===== src/rtl/axibram_page_ctrl_if.sv =====
`default_nettype none
// ============================================================================
// Module      : axibram_page_ctrl_if
// Description : Signal bundle between the BRAM page-ownership controller and
//               its neighbours (AXI read engine, local producer, software
//               command/status registers).
//               master : read engine / producer / software side
//               slave  : axibram_page_ctrl
//               Read engine : pre_araddr, start_burst, rd_busy -> dev_ready
//               Producer    : wpage_done -> wpage, wpage_ready
//               Software    : release_we, release_page, flush
//                             -> full_mask, overrun_cnt, release_err,
//                                timeout_flag
// Revision    : 1.0 - initial release
// ============================================================================
interface axibram_page_ctrl_if #(
    parameter int ADDRESS_BITS = 10,
    parameter int PAGE_BITS    = 2
);
    logic [ADDRESS_BITS-1:0]   pre_araddr;
    logic                      start_burst;
    logic                      rd_busy;
    logic                      dev_ready;
    logic [PAGE_BITS-1:0]      wpage;
    logic                      wpage_ready;
    logic                      wpage_done;
    logic                      release_we;
    logic [PAGE_BITS-1:0]      release_page;
    logic                      flush;
    logic [2**PAGE_BITS-1:0]   full_mask;
    logic [7:0]                overrun_cnt;
    logic                      release_err;
    logic                      timeout_flag;

    modport master (
        output pre_araddr, start_burst, rd_busy, wpage_done,
               release_we, release_page, flush,
        input  dev_ready, wpage, wpage_ready, full_mask,
               overrun_cnt, release_err, timeout_flag
    );

    modport slave (
        input  pre_araddr, start_burst, rd_busy, wpage_done,
               release_we, release_page, flush,
        output dev_ready, wpage, wpage_ready, full_mask,
               overrun_cnt, release_err, timeout_flag
    );
endinterface
`default_nettype wire


===== src/rtl/axibram_page_ctrl.sv =====
`default_nettype none
// ============================================================================
// Module      : axibram_page_ctrl
// Description : Page-ownership controller for a BRAM shared between a local
//               producer and an AXI read engine. The BRAM is split into
//               2^PAGE_BITS pages filled in ring order; software releases
//               pages after reading them. dev_ready stalls AXI reads into a
//               page that is not yet full.
// Ports       : aclk  - clock
//               arst  - synchronous active-high reset
//               bus   - axibram_page_ctrl_if.slave (read engine, producer and
//                       software command/status signals)
// Options     : `define AXIBRAM_PAGE_TIMEOUT_EN builds a stall-timeout
//               counter that forces dev_ready after 2^TIMEOUT_BITS-1 stall
//               cycles so a burst into an empty page cannot hang the bus.
// Revision    : 1.0 - initial release
// ============================================================================
module axibram_page_ctrl #(
    parameter int ADDRESS_BITS = 10,
    parameter int PAGE_BITS    = 2,
    parameter int TIMEOUT_BITS = 12
) (
    input  wire logic             aclk,
    input  wire logic             arst,
    axibram_page_ctrl_if.slave    bus
);

    localparam int c_pages = 2**PAGE_BITS;

    logic [PAGE_BITS-1:0] r_rpage;
    logic [PAGE_BITS-1:0] r_wpage;
    logic [c_pages-1:0]   r_full_mask;
    logic [7:0]           r_overrun_cnt;
    logic                 r_release_err;

    logic                 w_clear;
    logic                 w_wpage_free;
    logic                 w_mark;
    logic                 w_rel_ok;
    logic                 w_rel_bad;
    logic                 w_overrun;
    logic [c_pages-1:0]   w_set_vec;
    logic [c_pages-1:0]   w_clr_vec;
    logic                 w_force_ready;
    logic                 w_timeout_flag;
    logic                 w_dev_ready;

    assign w_clear = arst | bus.flush;

    // A legal release only targets a full page and a mark only targets a free
    // one, so set and clear vectors never overlap. A release aimed at a free
    // wpage therefore falls into w_rel_bad while the mark still goes ahead.
    always_comb begin
        w_wpage_free = ~r_full_mask[r_wpage];
        w_mark       = bus.wpage_done & w_wpage_free;
        w_overrun    = bus.wpage_done & ~w_wpage_free;
        w_rel_ok     = bus.release_we & r_full_mask[bus.release_page];
        w_rel_bad    = bus.release_we & ~r_full_mask[bus.release_page];
        w_set_vec    = '0;
        w_clr_vec    = '0;
        w_set_vec[r_wpage]          = w_mark;
        w_clr_vec[bus.release_page] = w_rel_ok;
    end

    always_ff @(posedge aclk) begin
        if (w_clear) begin
            r_rpage       <= '0;
            r_wpage       <= '0;
            r_full_mask   <= '0;
            r_overrun_cnt <= '0;
            r_release_err <= 1'b0;
        end else begin
            if (bus.start_burst)
                r_rpage <= bus.pre_araddr[ADDRESS_BITS-1 -: PAGE_BITS];
            r_full_mask <= (r_full_mask & ~w_clr_vec) | w_set_vec;
            if (w_mark)
                r_wpage <= r_wpage + PAGE_BITS'(1);
            if (w_overrun && r_overrun_cnt != 8'hFF)
                r_overrun_cnt <= r_overrun_cnt + 8'd1;
            if (w_rel_bad)
                r_release_err <= 1'b1;
        end
    end

    // Registers only: no same-cycle path from start_burst/pre_araddr, which
    // would close a loop through the read engine's ready logic.
    assign w_dev_ready = r_full_mask[r_rpage] | w_force_ready;

`ifdef AXIBRAM_PAGE_TIMEOUT_EN
    localparam logic [TIMEOUT_BITS-1:0] c_to_max = '1;

    logic [TIMEOUT_BITS-1:0] r_to_cnt;
    logic                    r_force_ready;
    logic                    r_timeout_flag;
    logic                    w_stall;

    assign w_stall = bus.rd_busy & ~w_dev_ready;

    // Timeout fires as the counter steps onto its all-ones value; the forced
    // ready then holds until the burst ends or a new one starts.
    always_ff @(posedge aclk) begin
        if (w_clear) begin
            r_to_cnt       <= '0;
            r_force_ready  <= 1'b0;
            r_timeout_flag <= 1'b0;
        end else begin
            if (bus.start_burst || !bus.rd_busy || w_dev_ready)
                r_to_cnt <= '0;
            else
                r_to_cnt <= r_to_cnt + TIMEOUT_BITS'(1);

            if (bus.start_burst || !bus.rd_busy) begin
                r_force_ready <= 1'b0;
            end else if (w_stall && r_to_cnt == c_to_max - TIMEOUT_BITS'(1)) begin
                r_force_ready  <= 1'b1;
                r_timeout_flag <= 1'b1;
            end
        end
    end

    assign w_force_ready  = r_force_ready;
    assign w_timeout_flag = r_timeout_flag;
`else
    assign w_force_ready  = 1'b0;
    assign w_timeout_flag = 1'b0;

    wire                    w_unused_rd_busy = bus.rd_busy;
    wire [TIMEOUT_BITS-1:0] w_unused_to_cnt  = '0;
`endif

    wire w_unused_addr = &{1'b0, bus.pre_araddr[ADDRESS_BITS-PAGE_BITS-1:0]};

    assign bus.dev_ready    = w_dev_ready;
    assign bus.wpage        = r_wpage;
    assign bus.wpage_ready  = ~r_full_mask[r_wpage];
    assign bus.full_mask    = r_full_mask;
    assign bus.overrun_cnt  = r_overrun_cnt;
    assign bus.release_err  = r_release_err;
    assign bus.timeout_flag = w_timeout_flag;

endmodule
`default_nettype wire

===== src/flat_wrapper.sv =====
// flat-port wrapper written by rule: the top's interface ports become plain ports
module axibram_page_ctrl_flat 
#(
    parameter int ADDRESS_BITS = 10,
    parameter int PAGE_BITS    = 2,
    parameter int TIMEOUT_BITS = 12
)
  (aclk, arst, bus_pre_araddr, bus_start_burst, bus_rd_busy, bus_wpage_done, bus_release_we, bus_release_page, bus_flush, bus_dev_ready, bus_wpage, bus_wpage_ready, bus_full_mask, bus_overrun_cnt, bus_release_err, bus_timeout_flag);
  axibram_page_ctrl_if #(.ADDRESS_BITS(ADDRESS_BITS), .PAGE_BITS(PAGE_BITS)) bus_i ();
  input  wire logic aclk;
  input  wire logic arst;
  input wire logic [$bits(bus_i.pre_araddr)-1:0] bus_pre_araddr;
  input wire logic [$bits(bus_i.start_burst)-1:0] bus_start_burst;
  input wire logic [$bits(bus_i.rd_busy)-1:0] bus_rd_busy;
  input wire logic [$bits(bus_i.wpage_done)-1:0] bus_wpage_done;
  input wire logic [$bits(bus_i.release_we)-1:0] bus_release_we;
  input wire logic [$bits(bus_i.release_page)-1:0] bus_release_page;
  input wire logic [$bits(bus_i.flush)-1:0] bus_flush;
  output wire logic [$bits(bus_i.dev_ready)-1:0] bus_dev_ready;
  output wire logic [$bits(bus_i.wpage)-1:0] bus_wpage;
  output wire logic [$bits(bus_i.wpage_ready)-1:0] bus_wpage_ready;
  output wire logic [$bits(bus_i.full_mask)-1:0] bus_full_mask;
  output wire logic [$bits(bus_i.overrun_cnt)-1:0] bus_overrun_cnt;
  output wire logic [$bits(bus_i.release_err)-1:0] bus_release_err;
  output wire logic [$bits(bus_i.timeout_flag)-1:0] bus_timeout_flag;
  assign bus_i.pre_araddr = bus_pre_araddr;
  assign bus_i.start_burst = bus_start_burst;
  assign bus_i.rd_busy = bus_rd_busy;
  assign bus_i.wpage_done = bus_wpage_done;
  assign bus_i.release_we = bus_release_we;
  assign bus_i.release_page = bus_release_page;
  assign bus_i.flush = bus_flush;
  assign bus_dev_ready = bus_i.dev_ready;
  assign bus_wpage = bus_i.wpage;
  assign bus_wpage_ready = bus_i.wpage_ready;
  assign bus_full_mask = bus_i.full_mask;
  assign bus_overrun_cnt = bus_i.overrun_cnt;
  assign bus_release_err = bus_i.release_err;
  assign bus_timeout_flag = bus_i.timeout_flag;
  axibram_page_ctrl #(.ADDRESS_BITS(ADDRESS_BITS), .PAGE_BITS(PAGE_BITS), .TIMEOUT_BITS(TIMEOUT_BITS)) u_core (.aclk(aclk), .arst(arst), .bus(bus_i));
endmodule

===== config.mk =====
export PLATFORM = sky130hd
export DESIGN_NAME = axibram_page_ctrl_flat
export DESIGN_NICKNAME = d
export VERILOG_FILES = /design/src/rtl/axibram_page_ctrl_if.sv /design/src/rtl/axibram_page_ctrl.sv /design/src/flat_wrapper.sv
export SDC_FILE = /design/constraint.sdc
export NUM_CORES = 1
export LEC_CHECK = 0
export ABC_AREA = 1
export ABC_CLOCK_PERIOD_IN_PS = 3300
export CORE_MARGIN = 8
export CORE_UTILIZATION = 49
export CTS_BUF_LIST = sky130_fd_sc_hd__clkbuf_4 sky130_fd_sc_hd__clkbuf_8
export DETAILED_ROUTE_END_ITERATION = 6
export GPL_ROUTABILITY_DRIVEN = 0
export HOLD_SLACK_MARGIN = 0.06
export PLACE_DENSITY = 0.87
export SLEW_MARGIN = 5
export SYNTH_ARGS = -nofsm -noshare
export SYNTH_HDL_FRONTEND = slang
export SYNTH_SLANG_ARGS = --single-unit
export TNS_END_PERCENT = 10

===== constraint.sdc =====
create_clock -name aclk -period 3.3 [get_ports aclk]
set_clock_uncertainty 0.15 [all_clocks]
set_input_delay 0.495 -clock aclk [delete_from_list [all_inputs] [get_ports aclk]]
set_output_delay 0.495 -clock aclk [all_outputs]
set_load 0.05 [all_outputs]

-- Word level (Yosys, flattened, before mapping)
Cells that the tools add are included.
- add/sub/neg operators: 2
- magnitude comparators: 5
- equal/unequal tests: 1
- multiplexer cells: 10
- bitwise operators: 12
- reduce and logical (&&, ||, !) cells: 3
- operators by type and width (operator ; count):
    AND 4 bit ; 3
    < comparator 2 x 3 -> 1 bit, second input constant ; 3
    adder 8 x 1 -> 8 bit, second input constant ; 1
    inequality test 8 bit, second input constant ; 1
    binary-select mux 1 bit (select 2 bit) ; 3
    two-way mux 1 bit ; 5
    AND 1 bit ; 4
    demux 1 bit (select 2 bit) ; 2
    greater-or-equal comparator 2 x 1 -> 1 bit, second input constant ; 2
    NOT 4 bit ; 1
    OR 4 bit ; 1
    logical AND 1 bit ; 3
    adder 2 x 1 -> 2 bit, second input constant ; 1
    NOT 1 bit ; 2
    OR 1 bit ; 1
- bits in registers: 17
- output and inout bits: 18

-- Depth between registers and ports, before layout
- word-level depth: 8
- gate-level depth with buffers: 9
- gate-level depth less buffers: 9

-- Worst setup path after synthesis
No wires, ideal clock.
- kind: register to output
- start: register u_core.r_full_mask[3], in the netlist u_core.bus.full_mask[3]
- end: output bus_dev_ready
- arrival: 1.668 ns
- required time: 2.655 ns
- path slack: 0.987 ns
- stages on the path, launching flop included: 3
- path buffers: 0
- cell sequence: dfxtp_1 -> nand2_1 -> a32oi_1
- cells in the longest elaborated chain, start to end: 2
- RTL lines (element ; RTL line ; text):
    start: declaration ; axibram_page_ctrl.sv:32 ; logic [c_pages-1:0] r_full_mask;
    start signal: assignment ; axibram_page_ctrl.sv:75 ; r_full_mask <= (r_full_mask & ~w_clr_vec) | w_set_vec;
    binary-select mux 1 bit (select 2 bit) ; axibram_page_ctrl.sv:87 ; assign w_dev_ready = r_full_mask[r_rpage] | w_force_ready;
    two-way mux 1 bit (not written as such) ; axibram_page_ctrl.sv:87 ;
    end: declaration ; flat_wrapper.sv:19 ; output wire logic [$bits(bus_i.dev_ready)-1:0] bus_dev_ready;
Every way passes these cells. The select of a mux whose other input is x is not followed.

-- Final worst setup path
- start: register u_core.r_wpage[0], in the netlist u_core.bus.wpage[0]
- end: output bus_wpage_ready
- cells in the longest elaborated chain, start to end: 3
- RTL lines (element ; RTL line ; text):
    start: declaration ; axibram_page_ctrl.sv:31 ; logic [PAGE_BITS-1:0] r_wpage;
    start signal: assignment ; axibram_page_ctrl.sv:77 ; r_wpage <= r_wpage + PAGE_BITS'(1);
    binary-select mux 1 bit (select 2 bit) ; axibram_page_ctrl.sv:135 ; assign bus.wpage_ready = ~r_full_mask[r_wpage];
    two-way mux 1 bit (not written as such) ; axibram_page_ctrl.sv:135 ;
    NOT 1 bit ; axibram_page_ctrl.sv:135 ;
    end: declaration ; flat_wrapper.sv:21 ; output wire logic [$bits(bus_i.wpage_ready)-1:0] bus_wpage_ready;
Every way passes these cells. The select of a mux whose other input is x is not followed.

==> impl_metrics.toml <==
[status]
status = "finished, final reports clean"

[cts]
clk_latency_ps = 280
postCtsSetupRepairBufs = 0
cts_buffer_depth = 2
clkTransAtPathRegs_ps = 100
cts_hold_buf = 0
cts_root_buf = "clkbuf_4"
cts.htree.levels = 1
cts_sinks = 17
post_cts_resized = 0
numCtsBuffers = 3
tritoncts = "yes"

[critical_path]
r2r_start = "u_core.bus.overrun_cnt[0]$_SDFFE_PP0P_"
cp_top_family = "buffers and inverters"
cp_slowest_cell = "clkdlybuf4s50_1"
startpoint_type = "flop"
crit_fanout = 7
ff2ff_setup_slack_ps = 1770
end_kind = "primary output"
critical_path_required_ps = 2650
worstPathArrival_ps = 1940
criticalPathCategory = "reg -> out"
r2r_cells = 9
crit_chain = "inv_2 > nand2_1 > nand3_2 > nand2_2 > clkdlybuf4s50_1"
r2r_end = "u_core.bus.overrun_cnt[5]$_SDFFE_PP0P_"
slowest_delay_ps = 810
path_buf_inv = 2

[synth]
syn_nets = 178
yosysSeqAreaShare_pct = 34.2
synth_top_area_cell = "dfxtp_1"
synth-main-ff-cell = "dfxtp_1"
ys_ff_latch = 17
synthDistinctLibCells = 21
async_flop_share_pct = 0
yosysMostFrequentCell = "nand2_1"
ys_top_cells_by_area = "dfxtp_1 (34%), nand2_1 (19%), nor2_1 (11%)"
synthTopCellsByCount = "nand2_1 (50), nor2_1 (28), dfxtp_1 (17)"
netlist_area_um2 = 995
yosysTopAreaCellShare_pct = 34.2
synth_edf_count = 0
synthCells = 154
syn_avg_cell_area_um2 = 6.46
yosys_warnings = 0

[die]
row_count = 16
fp.dieW_um = 61.1
num_io_pins = 37
start_util_pct = 51.2
die_h_um = 61.1
design.core.area_um2 = 1940
dieArea_um2 = 3730

[layout]
nets = 208
drive_above_1_share_pct = 8.74
n_antenna_cell = 0
fillers = 173
syn_to_final_growth_pct = 31.4

[power]
p_leak_nw = 0.510
power_density_nw_per_um2 = 324
vdd_drop_max_mv = 0.254

[timing]
hold_violations = 0
rsz0062_at_grt = "no"
drv_slew = 0
clock.fmax_ghz = 0.388
whs_ps = 315
timing.final.crit_share_pct = 78.2
finalSetupViolCount = 0
period_minus_slack_ps = 2580
fin_setup_tns_ps = 0
slew_headroom_pct = 66.3
worst_pin_slew_ps = 504

[place]
io_buffers = 26
dp_hpwl_mm = 1.88

[run]
cap_violations = 0

[global_route]
antenna_found_initial = 0
gr-total-overflow = 0
track_usage_pct = 13.7
grt_pass1_vias = 948
grt_max_degree = 13
grt_first_pass_wirelength_mm = 4.00

[route]
antenna_left = 0
drt_iter0_drc = 35
firstDrtPassIters = 4
vias = 1056
via_per_inst = 5.03
wl_per_cell_um = 11.5
drc_errors = 0
routed_wl_mm = 2.41

[hold_path]
worstHoldPathCells = 2
min_path_type = "reg -> reg"
holdPathEnd = "u_core.bus.release_err$_SDFFE_PP0P_"
hp-start = "u_core.bus.release_err$_SDFFE_PP0P_"
==> placed cells by master (no fill, tap or decap), drive strengths merged <==
master	instances
xnor2	1
ha	5
conb	1
nor2	30
clkbuf	4
a32oi	1
nand4	2
o21ai	3
dfxtp	17
clkinv	1
a21oi	10
buf	1
inv	15
nand2	53
clkdlybuf4s50	26
nor3	1
nand3	12
==> routing by layer <==
layer / track usage (%) / share of wire [%] / routed length, um / up-vias
li1: - / - / - / 538
met1: 16.1 / 41 / 989 / 484
met2: 24.2 / 53 / 1280 / 32
met3: 1.04 / 4.6 / 112 / 2
met4: 6.64 / 1.3 / 31 / 0
met5: 0 / 0 / 0 / -
==> state kept, by name, indices dropped and copies added, names as in the netlist <==
name	cells
u_core.bus.release_err	1
u_core.bus.wpage	2
u_core.r_rpage	2
u_core.bus.overrun_cnt	8
u_core.bus.full_mask	4
==> area by class of cell <==
type	instances	area (um^2)	area share, %
inverter	16	65.1	4.98
sequential	17	340	26.0
timing repair buffer	27	268	20.5
tap	27	33.8	2.58
multi-input combinational	119	571	43.6
clock buffer	4	30.0	2.30
==> stage by stage <==
step / std cells / cell area [um^2] / utilization (%) / setup slack, ps / total power [mW]
2_1_floorplan: 154 / 995 / - / 987 / 0.277
3_3_place_gp: 206 / 1280 / 65.8 / 1060 / 0.305
3_5_place_dp: 206 / 1280 / 65.8 / 1050 / 0.308
4_1_cts: 210 / 1310 / 67.3 / 707 / 0.426
5_1_grt: 210 / 1310 / 67.3 / 611 / 0.445
6_report: 210 / 1310 / 67.3 / 720 / 0.424
==> tightest hold or removal path, cell delays in order (launching register included) <==
cell and delay [ps]:
dfxtp_1 320, inv_1 50, a21oi_1 60
==> kinds of logic after synthesis <==
kind of cell / after synthesis / synth area share, %
buffers and inverters: 18 / 8.43
DFF: 17 / 34.2
and+or+nand+nor: 98 / 42.4
adders and majority gates: 5 / 6.29
xor gates and xnor gates: 1 / 0.881
other: 1 / 0.377
AOI/OAI and AO/OA: 14 / 7.42
==> report_power, final <==
| group | total, mW | internal [mW] | switching (mW) |
|---|---|---|---|
| Combinational | 0.0882 | 0.0322 | 0.0559 |
| Clock | 0.120 | 0.0551 | 0.0649 |
| Sequential | 0.216 | 0.210 | 0.00619 |
| Total | 0.424 | 0.297 | 0.127 |
==> worst max-delay path by stage <==
| stage | startpoint | endpoint | slack (ps) | cells past startpoint |
|---|---|---|---|---|
| 2_1_floorplan | u_core.bus.full_mask[3]$_SDFF_PP0_ | bus_dev_ready | 990 | 2 |
| 3_3_place_gp | u_core.bus.wpage[0]$_SDFFE_PP0P_ | bus_wpage_ready | 1060 | 5 |
| 4_1_cts | u_core.bus.wpage[0]$_SDFFE_PP0P_ | bus_wpage_ready | 710 | 5 |
| 6_report | u_core.bus.wpage[0]$_SDFFE_PP0P_ | bus_wpage_ready | 720 | 5 |
| 3_5_place_dp | u_core.bus.wpage[0]$_SDFFE_PP0P_ | bus_wpage_ready | 1050 | 5 |
| 5_1_grt | u_core.bus.wpage[0]$_SDFFE_PP0P_ | bus_wpage_ready | 610 | 5 |
(Power assumes the default switching activity.)
